## config.mk

```make
export PLATFORM = sky130hd
export DESIGN_NAME = ioctl_ram_uploader
export DESIGN_NICKNAME = d
export VERILOG_FILES = /design/src/rtl/ioctl_ram_uploader.sv
export SDC_FILE = /design/constraint.sdc
export NUM_CORES = 1
export LEC_CHECK = 0
export ABC_AREA = 1
export ABC_CLOCK_PERIOD_IN_PS = 2000
export CORE_MARGIN = 3
export CORE_UTILIZATION = 50
export DETAILED_ROUTE_END_ITERATION = 6
export PLACE_DENSITY = 0.79
export SYNTH_ARGS = -nofsm -noshare
export SYNTH_HDL_FRONTEND = slang
export SYNTH_SLANG_ARGS = --single-unit
```

## constraint.sdc

```tcl
create_clock -name clk -period 2 [get_ports clk]
set_input_delay 0.3 -clock clk [delete_from_list [all_inputs] [get_ports clk]]
set_output_delay 0.3 -clock clk [all_outputs]
set_load 0.01 [all_outputs]
```

## src/rtl/ioctl_ram_uploader.sv

```systemverilog
// Pauses the CPU and streams a RAM window to the HPS over ioctl, one byte for each ioctl_rd strobe.
// An in-window byte lands on ioctl_din RAM_LAT+1 clocks after its strobe; the HPS paces the transfer, with no backpressure.
module ioctl_ram_uploader #(
  parameter int          ADDR_W       = 12,
  parameter int          LEN_W        = 12,
  parameter logic [7:0]  UPLOAD_INDEX = 8'd4,
  parameter int          RAM_LAT      = 1,
  parameter logic [23:0] TIMEOUT      = 24'd12000000
) (
  input  logic              clk,
  input  logic              reset_n,
  input  logic              start,
  input  logic [ADDR_W-1:0] base_addr,
  input  logic [LEN_W-1:0]  length,
  input  logic              paused,
  input  logic              ioctl_upload,
  input  logic [7:0]        ioctl_index,
  input  logic              ioctl_rd,
  input  logic [24:0]       ioctl_addr,
  output logic [7:0]        ioctl_din,
  output logic              ioctl_upload_req,
  output logic              pause_req,
  output logic [ADDR_W-1:0] ram_addr,
  output logic              ram_rd,
  input  logic [7:0]        ram_data,
  output logic              busy,
  output logic              done,
  output logic              error
);

  typedef enum logic [1:0] {IDLE, PAUSE_WAIT, REQ, XFER} state_t;

  state_t            state;
  logic [ADDR_W-1:0] base_q;
  logic [LEN_W-1:0]  len_q;
  logic [23:0]       timer;
  logic [1:0]        pend_cnt;
  logic              pend_zero;

  logic in_window;
  logic strobe;
  logic upload_end;

  assign in_window  = ioctl_addr < 25'(len_q);
  assign strobe     = (state == XFER) && ioctl_upload && ioctl_rd;
  assign upload_end = (state == XFER) && !ioctl_upload;

  always_ff @(posedge clk) begin
    if (!reset_n) begin
      state            <= IDLE;
      base_q           <= '0;
      len_q            <= '0;
      timer            <= '0;
      pend_cnt         <= '0;
      pend_zero        <= 1'b0;
      ioctl_din        <= 8'h00;
      ioctl_upload_req <= 1'b0;
      pause_req        <= 1'b0;
      ram_addr         <= '0;
      ram_rd           <= 1'b0;
      busy             <= 1'b0;
      done             <= 1'b0;
      error            <= 1'b0;
    end else begin
      done   <= 1'b0;
      error  <= 1'b0;
      ram_rd <= 1'b0;

      // pend_cnt counts edges until the pending byte is captured; a newer strobe or the end of the upload supersedes it
      if (pend_cnt != 2'd0)
        pend_cnt <= pend_cnt - 2'd1;
      if (pend_cnt == 2'd1 && !strobe && !upload_end)
        ioctl_din <= pend_zero ? 8'h00 : ram_data;

      case (state)
        IDLE: begin
          if (start) begin
            if (length != '0) begin
              base_q    <= base_addr;
              len_q     <= length;
              timer     <= '0;
              pause_req <= 1'b1;
              busy      <= 1'b1;
              state     <= PAUSE_WAIT;
            end else begin
              done <= 1'b1;
            end
          end
        end

        PAUSE_WAIT: begin
          if (paused) begin
            timer            <= '0;
            ioctl_upload_req <= 1'b1;
            state            <= REQ;
          end else if (timer == TIMEOUT) begin
            pause_req <= 1'b0;
            busy      <= 1'b0;
            error     <= 1'b1;
            state     <= IDLE;
          end else begin
            timer <= timer + 24'd1;
          end
        end

        REQ: begin
          if (ioctl_upload && ioctl_index == UPLOAD_INDEX) begin
            ioctl_upload_req <= 1'b0;
            state            <= XFER;
          end else if (timer == TIMEOUT) begin
            ioctl_upload_req <= 1'b0;
            pause_req        <= 1'b0;
            busy             <= 1'b0;
            error            <= 1'b1;
            state            <= IDLE;
          end else begin
            timer <= timer + 24'd1;
          end
        end

        XFER: begin
          if (!ioctl_upload) begin
            pause_req <= 1'b0;
            busy      <= 1'b0;
            done      <= 1'b1;
            pend_cnt  <= '0;
            state     <= IDLE;
          end else if (ioctl_rd) begin
            if (in_window) begin
              ram_addr  <= base_q + ioctl_addr[ADDR_W-1:0];
              ram_rd    <= 1'b1;
              pend_zero <= 1'b0;
              pend_cnt  <= 2'(RAM_LAT + 1);
            end else begin
              pend_zero <= 1'b1;
              pend_cnt  <= 2'd1;
            end
          end
        end

        default: state <= IDLE;
      endcase
    end
  end

endmodule

```

==> run_results.csv, run 1 <==
group,metric,value,unit
synthesis,syn_area,0.00479,mm^2
place,gp_congestion,1.01,
global_route,grt_pass1_vias,5018,
power_and_ir_drop,vdd_drop_max,0.390,mV
timing,slew_viol_final,0,
power_and_ir_drop,power_frac_seq,40.7,%
job,max_cap_violations,0,
clock_network,cts.htree.levels,3,
timing,setup_slack,0.132,ns
power_and_ir_drop,p_clk_share,36.6,%
finish,nNetsFinal,959,
floorplan,fp.dieW,104,um
routing,first_pass_iters,7,
setup_path,required,2.25,ns
place,post-place-ws,-0.268,ns
timing,worst_pin_slew,0.389,ns
floorplan,start_util,51.6,%
routing,drtAntennaViolNets,0,
setup_path,worst_ep_arrival_time,2.12,ns
hold_path,hold_class,"flip-flop to flip-flop",
global_route,track_usage,25.0,%
floorplan,die-area,0.0108,mm^2
setup_path,cp-start-kind,"input pin",
synthesis,ys_ff_latch,78,
synthesis,synth.area.top_cells,"dfxtp_1, nand2_1, ha_1",
clock_network,cts-root-buf,"clkbuf_8",
routing,num_vias,5241,
place,hpwl,10.6,mm
setup_path,reg2reg_slack,0.18,ns
timing,slew_headroom,74.0,%
power_and_ir_drop,switching_share,27.1,%
power_and_ir_drop,pwr-share-comb,22.7,%
synthesis,yosysTopAreaCell,"dfxtp_1",
synthesis,synth_warnings,0,
timing,period_needed,1.87,ns
floorplan,rows,35,
global_route,grt-ovfl-total,0,
synthesis,synth_edf_count,0,
timing,hold_ws,0.446,ns
clock_network,cts_buffers,9,
run_status,status,"finished with violations",
hold_path,holdPathEnd,"ram_addr[6]$_SDFFE_PN0P_",
global_route,antenna_found_initial,0,
synthesis,synth.most_common_cell,"nand2_1",
routing,drt-vias-per-instance,5.29,
routing,wl,13.5,mm
timing,setup_viol,0,
routing,route.detailed.drc,1,
power_and_ir_drop,p_per_area,629,mW/mm^2
finish,fin_cells,991,
setup_path,r2r_end,"timer[19]$_SDFFE_PN0P_",
run_status,violations,"DRC",
clock_network,tritoncts,"yes",
routing,wl_per_cell,13.6,um
setup_path,cp_max_fo,3,
setup_path,worst-r2r-cell-count,10,
finish,drive_above_1_share,11.3,%
clock_network,clock_path_buffers,2,
synthesis,synth-async-reset-ratio,0,%
timing,tns,0,ns
power_and_ir_drop,internal-power,2.96,mW
setup_path,path_class,"input pin to flip-flop",
place,port_buffers,96,
clock_network,cts_hold_buf,0,
floorplan,ioPinCount,97,
finish,fillerInstances,759,
hold_path,whs_path_depth,2,
synthesis,ys_dominant_reg_cell,"dfxtp_1",
finish,fin_area,0.00645,mm^2
power_and_ir_drop,p_switching,1.10,mW
clock_network,clock_latency,0.35,ns
clock_network,postCtsSetupRepairBufs,0,
routing,first_iter_violations,282,
place,place_inst,975,
global_route,grt_max_degree,34,
setup_path,worstReg2RegStart,"state[0]$_SDFFE_PN0P_",
synthesis,synthCells,725,
timing,clock_skew,0.00586,ns
clock_network,cts.sinks,78,
timing,period_share,93.4,%
power_and_ir_drop,leakagePower,2.78,nW
finish,antennaDiodeCount,0,
synthesis,yosysTopAreaCellShare,32.6,%
floorplan,die_h,104,um
timing,hold_viol,0,
timing,max_clock_freq,535,MHz
synthesis,synthTopCellsByCount,"nand2_1, nor2_1, inv_1, dfxtp_1, nand3_1",
setup_path,crit_path_end_kind,"flip-flop",
floorplan,core,0.00928,mm^2
hold_path,hold_path.startpoint,"ram_addr[6]$_SDFFE_PN0P_",
clock_network,clk_pin_slew,0.08,ns
synthesis,synth_nets,827,
power_and_ir_drop,power,4.05,mW
synthesis,yosysSeqAreaShare,32.6,%
synthesis,yosysUniqueCellTypes,38,
finish,utilization,69.5,%
finish,syn_to_final_growth,34.7,%
synthesis,avgSynthCellArea,6.60,um^2
global_route,grt_pass1_wl,22.6,mm
place,dpl_cell_area,0.00619,mm^2
-- cell families after synthesis --
logic type      Yosys count  share of synthesized area [%]
compound gates          108                           12.5
xor+xnor                  7                           1.28
fa+ha+maj                31                           8.26
buf+inv                 114                           9.57
flops                    78                           32.6
simple gates            387                           35.8
-- metal layers --
layer	track usage, %	vias up	wire length [um]
li1	-	2612	-
met1	29.9	2423	5800
met2	44.9	177	6750
met3	3.61	29	634
met4	9.59	0	316
met5	0	-	0
-- final cells by class --
cell class                 count  area (um^2)  share of cell area, %
inverter                      93          352                   5.45
timing repair buffer         142         1340                   20.8
clock buffer                  13          159                   2.46
tap                          129          161                   2.50
sequential                    78         1560                   24.2
multi-input combinational    533         2780                   43.1
clock inverter                 3         90.1                   1.40
-- placed cells by master (no fill, tap or decap), types with 4 or more instances in the layout --
cell type / synthesis / routed
clkdlybuf4s50_1: 0 / 96
dfxtp_1: 78 / 78
inv_1: 87 / 86
xor2_1: 5 / 5
inv_2: 5 / 6
nand2_1: 178 / 178
a31oi_1: 5 / 5
o211ai_1: 4 / 4
clkbuf_8: 0 / 11
nor2_1: 92 / 90
ha_1: 30 / 29
nand4_1: 20 / 20
a21oi_1: 48 / 48
nand3_1: 57 / 56
nor3_1: 15 / 15
buf_4: 5 / 43
o21ai_0: 38 / 37
nand3_2: 5 / 6
nor2_2: 5 / 7
-- timing repair --
action / CTS / global route
hold endpoints to repair: 0 / 0
resized for setup: 0 / 7
setup endpoints to repair: 0 / 28
-- critical path, stage by stage --
cell and delay (ns):
clkdlybuf4s50_1 0.45, buf_4 0.16, ha_1 0.31, nand2_1 0.09, inv_1 0.06, nand2_1 0.05
nand2_1 0.08, inv_1 0.05, nand2_1 0.09, a21oi_1 0.09, or2_2 0.27, nand3_1 0.08
nand2_1 0.05
-- state kept, by name, summed over array words and instances, names as in the netlist --
name              count
base_q               12
done                  1
error                 1
ioctl_din             8
ioctl_upload_req      1
len_q                12
pause_req             1
pend_cnt              2
pend_zero             1
ram_addr             12
ram_rd                1
state                 2
timer                24
-- how the worst max path moves through the flow --
stage | to | cells past startpoint | startpoint | slack, ns
after floorplan | ram_addr[8]$_SDFFE_PN0P_ | 10 | base_q[0]$_SDFFE_PN0P_ | 0.32
after detailed placement | ram_addr[8]$_SDFFE_PN0P_ | 12 | ioctl_addr[6] | -0.27
final | ram_addr[9]$_SDFFE_PN0P_ | 13 | ioctl_addr[6] | 0.13
after global routing | ram_addr[9]$_SDFFE_PN0P_ | 13 | ioctl_addr[6] | -0.004
after global placement | ram_addr[8]$_SDFFE_PN0P_ | 11 | ioctl_addr[0] | -0.20
after CTS | timer[19]$_SDFFE_PN0P_ | 10 | state[0]$_SDFFE_PN0P_ | 0.08
-- power groups by stage --
stage	Combinational (mW)	Sequential, mW	Clock [mW]
after floorplan	0.483	1.68	0
after global placement	0.869	1.68	0
after detailed placement	0.900	1.69	0
after CTS	0.908	1.65	1.50
after global routing	1.03	1.66	1.55
final	0.921	1.65	1.48
Note: power is estimated with default switching activity, not from simulation.
==> run 2: changes to the inputs <==
Settings changed: GPL_ROUTABILITY_DRIVEN from default to 0.
==> run_results.csv, run 2 (same netlist as run 1, synthesis figures left out) <==
group,metric,value,unit
setup_path,crit_chain,"clkdlybuf4s50_1 -> ha_1 -> inv_1 -> fa_1 -> inv_1 -> nand2_1 -> nand2_1 -> a21oi_1 -> or2_2 -> nand3_1 -> nand2_1",
setup_path,slowest_stage,"clkdlybuf4s50_1",
routing,drt-vias-per-instance,5.31,
setup_path,r2r_end,"timer[14]$_SDFFE_PN0P_",
setup_path,worstReg2RegStart,"state[1]$_SDFFE_PN0P_",
finish,drive_above_1_share,11.3,%
finish,regArea,0.00156,mm^2
global_route,grt-ovfl-total,0,
clock_network,cts.htree.levels,3,
power_and_ir_drop,leakagePower,2.75,nW
setup_path,worst-r2r-cell-count,11,
timing,slew_headroom,72.4,%
routing,first_iter_violations,292,
place,hpwl,10.5,mm
finish,nNetsFinal,958,
floorplan,fp.dieW,104,um
setup_path,path_class,"input pin to flip-flop",
timing,hold_ws,0.450,ns
floorplan,die-area,0.0108,mm^2
floorplan,ioPinCount,97,
setup_path,crit_path_end_kind,"flip-flop",
timing,worst_pin_slew,0.414,ns
setup_path,critPathMaxStageDelay,0.50,ns
floorplan,core,0.00928,mm^2
timing,setup_viol,0,
routing,route.detailed.drc,0,
floorplan,die_h,104,um
timing,clock_skew,0.00905,ns
run_status,status,"finished, final reports clean",
clock_network,cts_buffers,9,
timing,period_share,95.8,%
routing,wl,13.6,mm
finish,syn_to_final_growth,33.8,%
clock_network,tritoncts,"yes",
routing,num_vias,5256,
hold_path,hold_class,"flip-flop to flip-flop",
finish,largest_register,"timer",
clock_network,clk_pin_slew,0.09,ns
finish,antennaDiodeCount,0,
finish,fillerInstances,791,
finish,utilization,69.0,%
global_route,grt_pass1_vias,4900,
global_route,grt_pass1_wl,22.4,mm
timing,rsz0062_at_grt,"no",
setup_path,reg2reg_slack,0.18,ns
clock_network,clock_path_buffers,2,
hold_path,hold_path.startpoint,"ram_addr[10]$_SDFFE_PN0P_",
power_and_ir_drop,power,3.76,mW
power_and_ir_drop,p_per_area,587,mW/mm^2
timing,slew_viol_final,0,
power_and_ir_drop,vdd_drop_max,0.320,mV
timing,period_needed,1.92,ns
clock_network,clock_latency,0.36,ns
hold_path,holdPathEnd,"ram_addr[10]$_SDFFE_PN0P_",
routing,wl_per_cell,13.8,um
clock_network,cts-root-buf,"clkbuf_8",
place,dpl_cell_area,0.00618,mm^2
setup_path,required,2.26,ns
setup_path,path_delay_family,"buffers and inverters",
setup_path,cp_max_fo,2,
setup_path,worst_path_most_repeated_cell,"nand2_1",
setup_path,worst_ep_arrival_time,2.17,ns
floorplan,rows,35,
timing,hold_viol,0,
clock_network,cts.sinks,78,
routing,drtAntennaViolNets,0,
finish,fin_area,0.00640,mm^2
global_route,track_usage,24.8,%
setup_path,cp-start-kind,"input pin",
finish,layout_common_cells,"nand2_1, clkdlybuf4s50_1, nor2_1",
timing,tns,0,ns
floorplan,start_util,51.6,%
finish,multi_input_area,0.00280,mm^2
hold_path,whs_path_depth,2,
place,port_buffers,96,
finish,layout_commonest_cell,"nand2_1",
routing,first_pass_iters,5,
clock_network,postCtsSetupRepairBufs,0,
timing,max_clock_freq,522,MHz
job,max_cap_violations,0,
finish,largest_register_ffs,24,
setup_path,cp.buffers_inverters,3,
global_route,antenna_found_initial,0,
global_route,grt_max_degree,34,
[run 2: repair_timing]
item,4_1_cts,5_1_grt
hold endpoints to repair,0,0
setup endpoints to repair,0,23
resized for setup,0,7
hold buffers,0,0
[run 2: layout make-up]
type	instances	share of cell area (%)
clock buffers	10	1.99
repair buffers	141	20.9
inverters	93	5.49
flip-flops and latches	78	24.4
clock inverters	6	0.977
well taps	129	2.52
multi-input cells	533	43.7
[run 2: worst max path at each step]
| stage | from | end | cells past startpoint |
|---|---|---|---|
| after floorplan | base_q[0]$_SDFFE_PN0P_ | ram_addr[8]$_SDFFE_PN0P_ | 10 |
| after global placement | ioctl_addr[0] | ram_addr[8]$_SDFFE_PN0P_ | 11 |
| after detailed placement | ioctl_addr[0] | ram_addr[8]$_SDFFE_PN0P_ | 11 |
| after CTS | ioctl_addr[8] | ram_addr[6]$_SDFFE_PN0P_ | 12 |
| after global routing | ioctl_addr[10] | ram_addr[9]$_SDFFE_PN0P_ | 12 |
| final | ioctl_addr[0] | ram_addr[8]$_SDFFE_PN0P_ | 11 |
[run 2: per-layer routing]
layer | global-route usage [%] | vias to the layer above | routed length [um]
li1 | - | 2614 | -
met1 | 30.3 | 2413 | 5760
met2 | 44.4 | 201 | 6820
met3 | 3.24 | 28 | 798
met4 | 8.64 | 0 | 262
met5 | 0 | - | 0
[run 2: worst reg2reg max path: stages, from the launching register on]
cell and delay, ns:
dfxtp_1 0.33, inv_1 0.10, ha_2 0.23, inv_2 0.09, nor2_2 0.13, nor2_1 0.07, nor2_1 0.20, inv_1 0.11
a21oi_4 0.18, buf_12 0.15, inv_4 0.07, nor2_1 0.10
[run 2: report_power, final]
part	switching, mW	internal [mW]	total (mW)	leakage [nW]
Clock	0.609	0.572	1.18	0.0883
Combinational	0.481	0.445	0.926	2.02
Sequential	0.0381	1.61	1.65	0.635
Total	1.13	2.63	3.76	2.75
[run 2: per-stage QoR]
stage	setup slack (ns)	cells
2_1_floorplan	0.319	725
3_3_place_gp	-0.201	974
3_5_place_dp	-0.281	974
4_1_cts	0.0528	990
5_1_grt	0.00321	990
6_report	0.0843	990
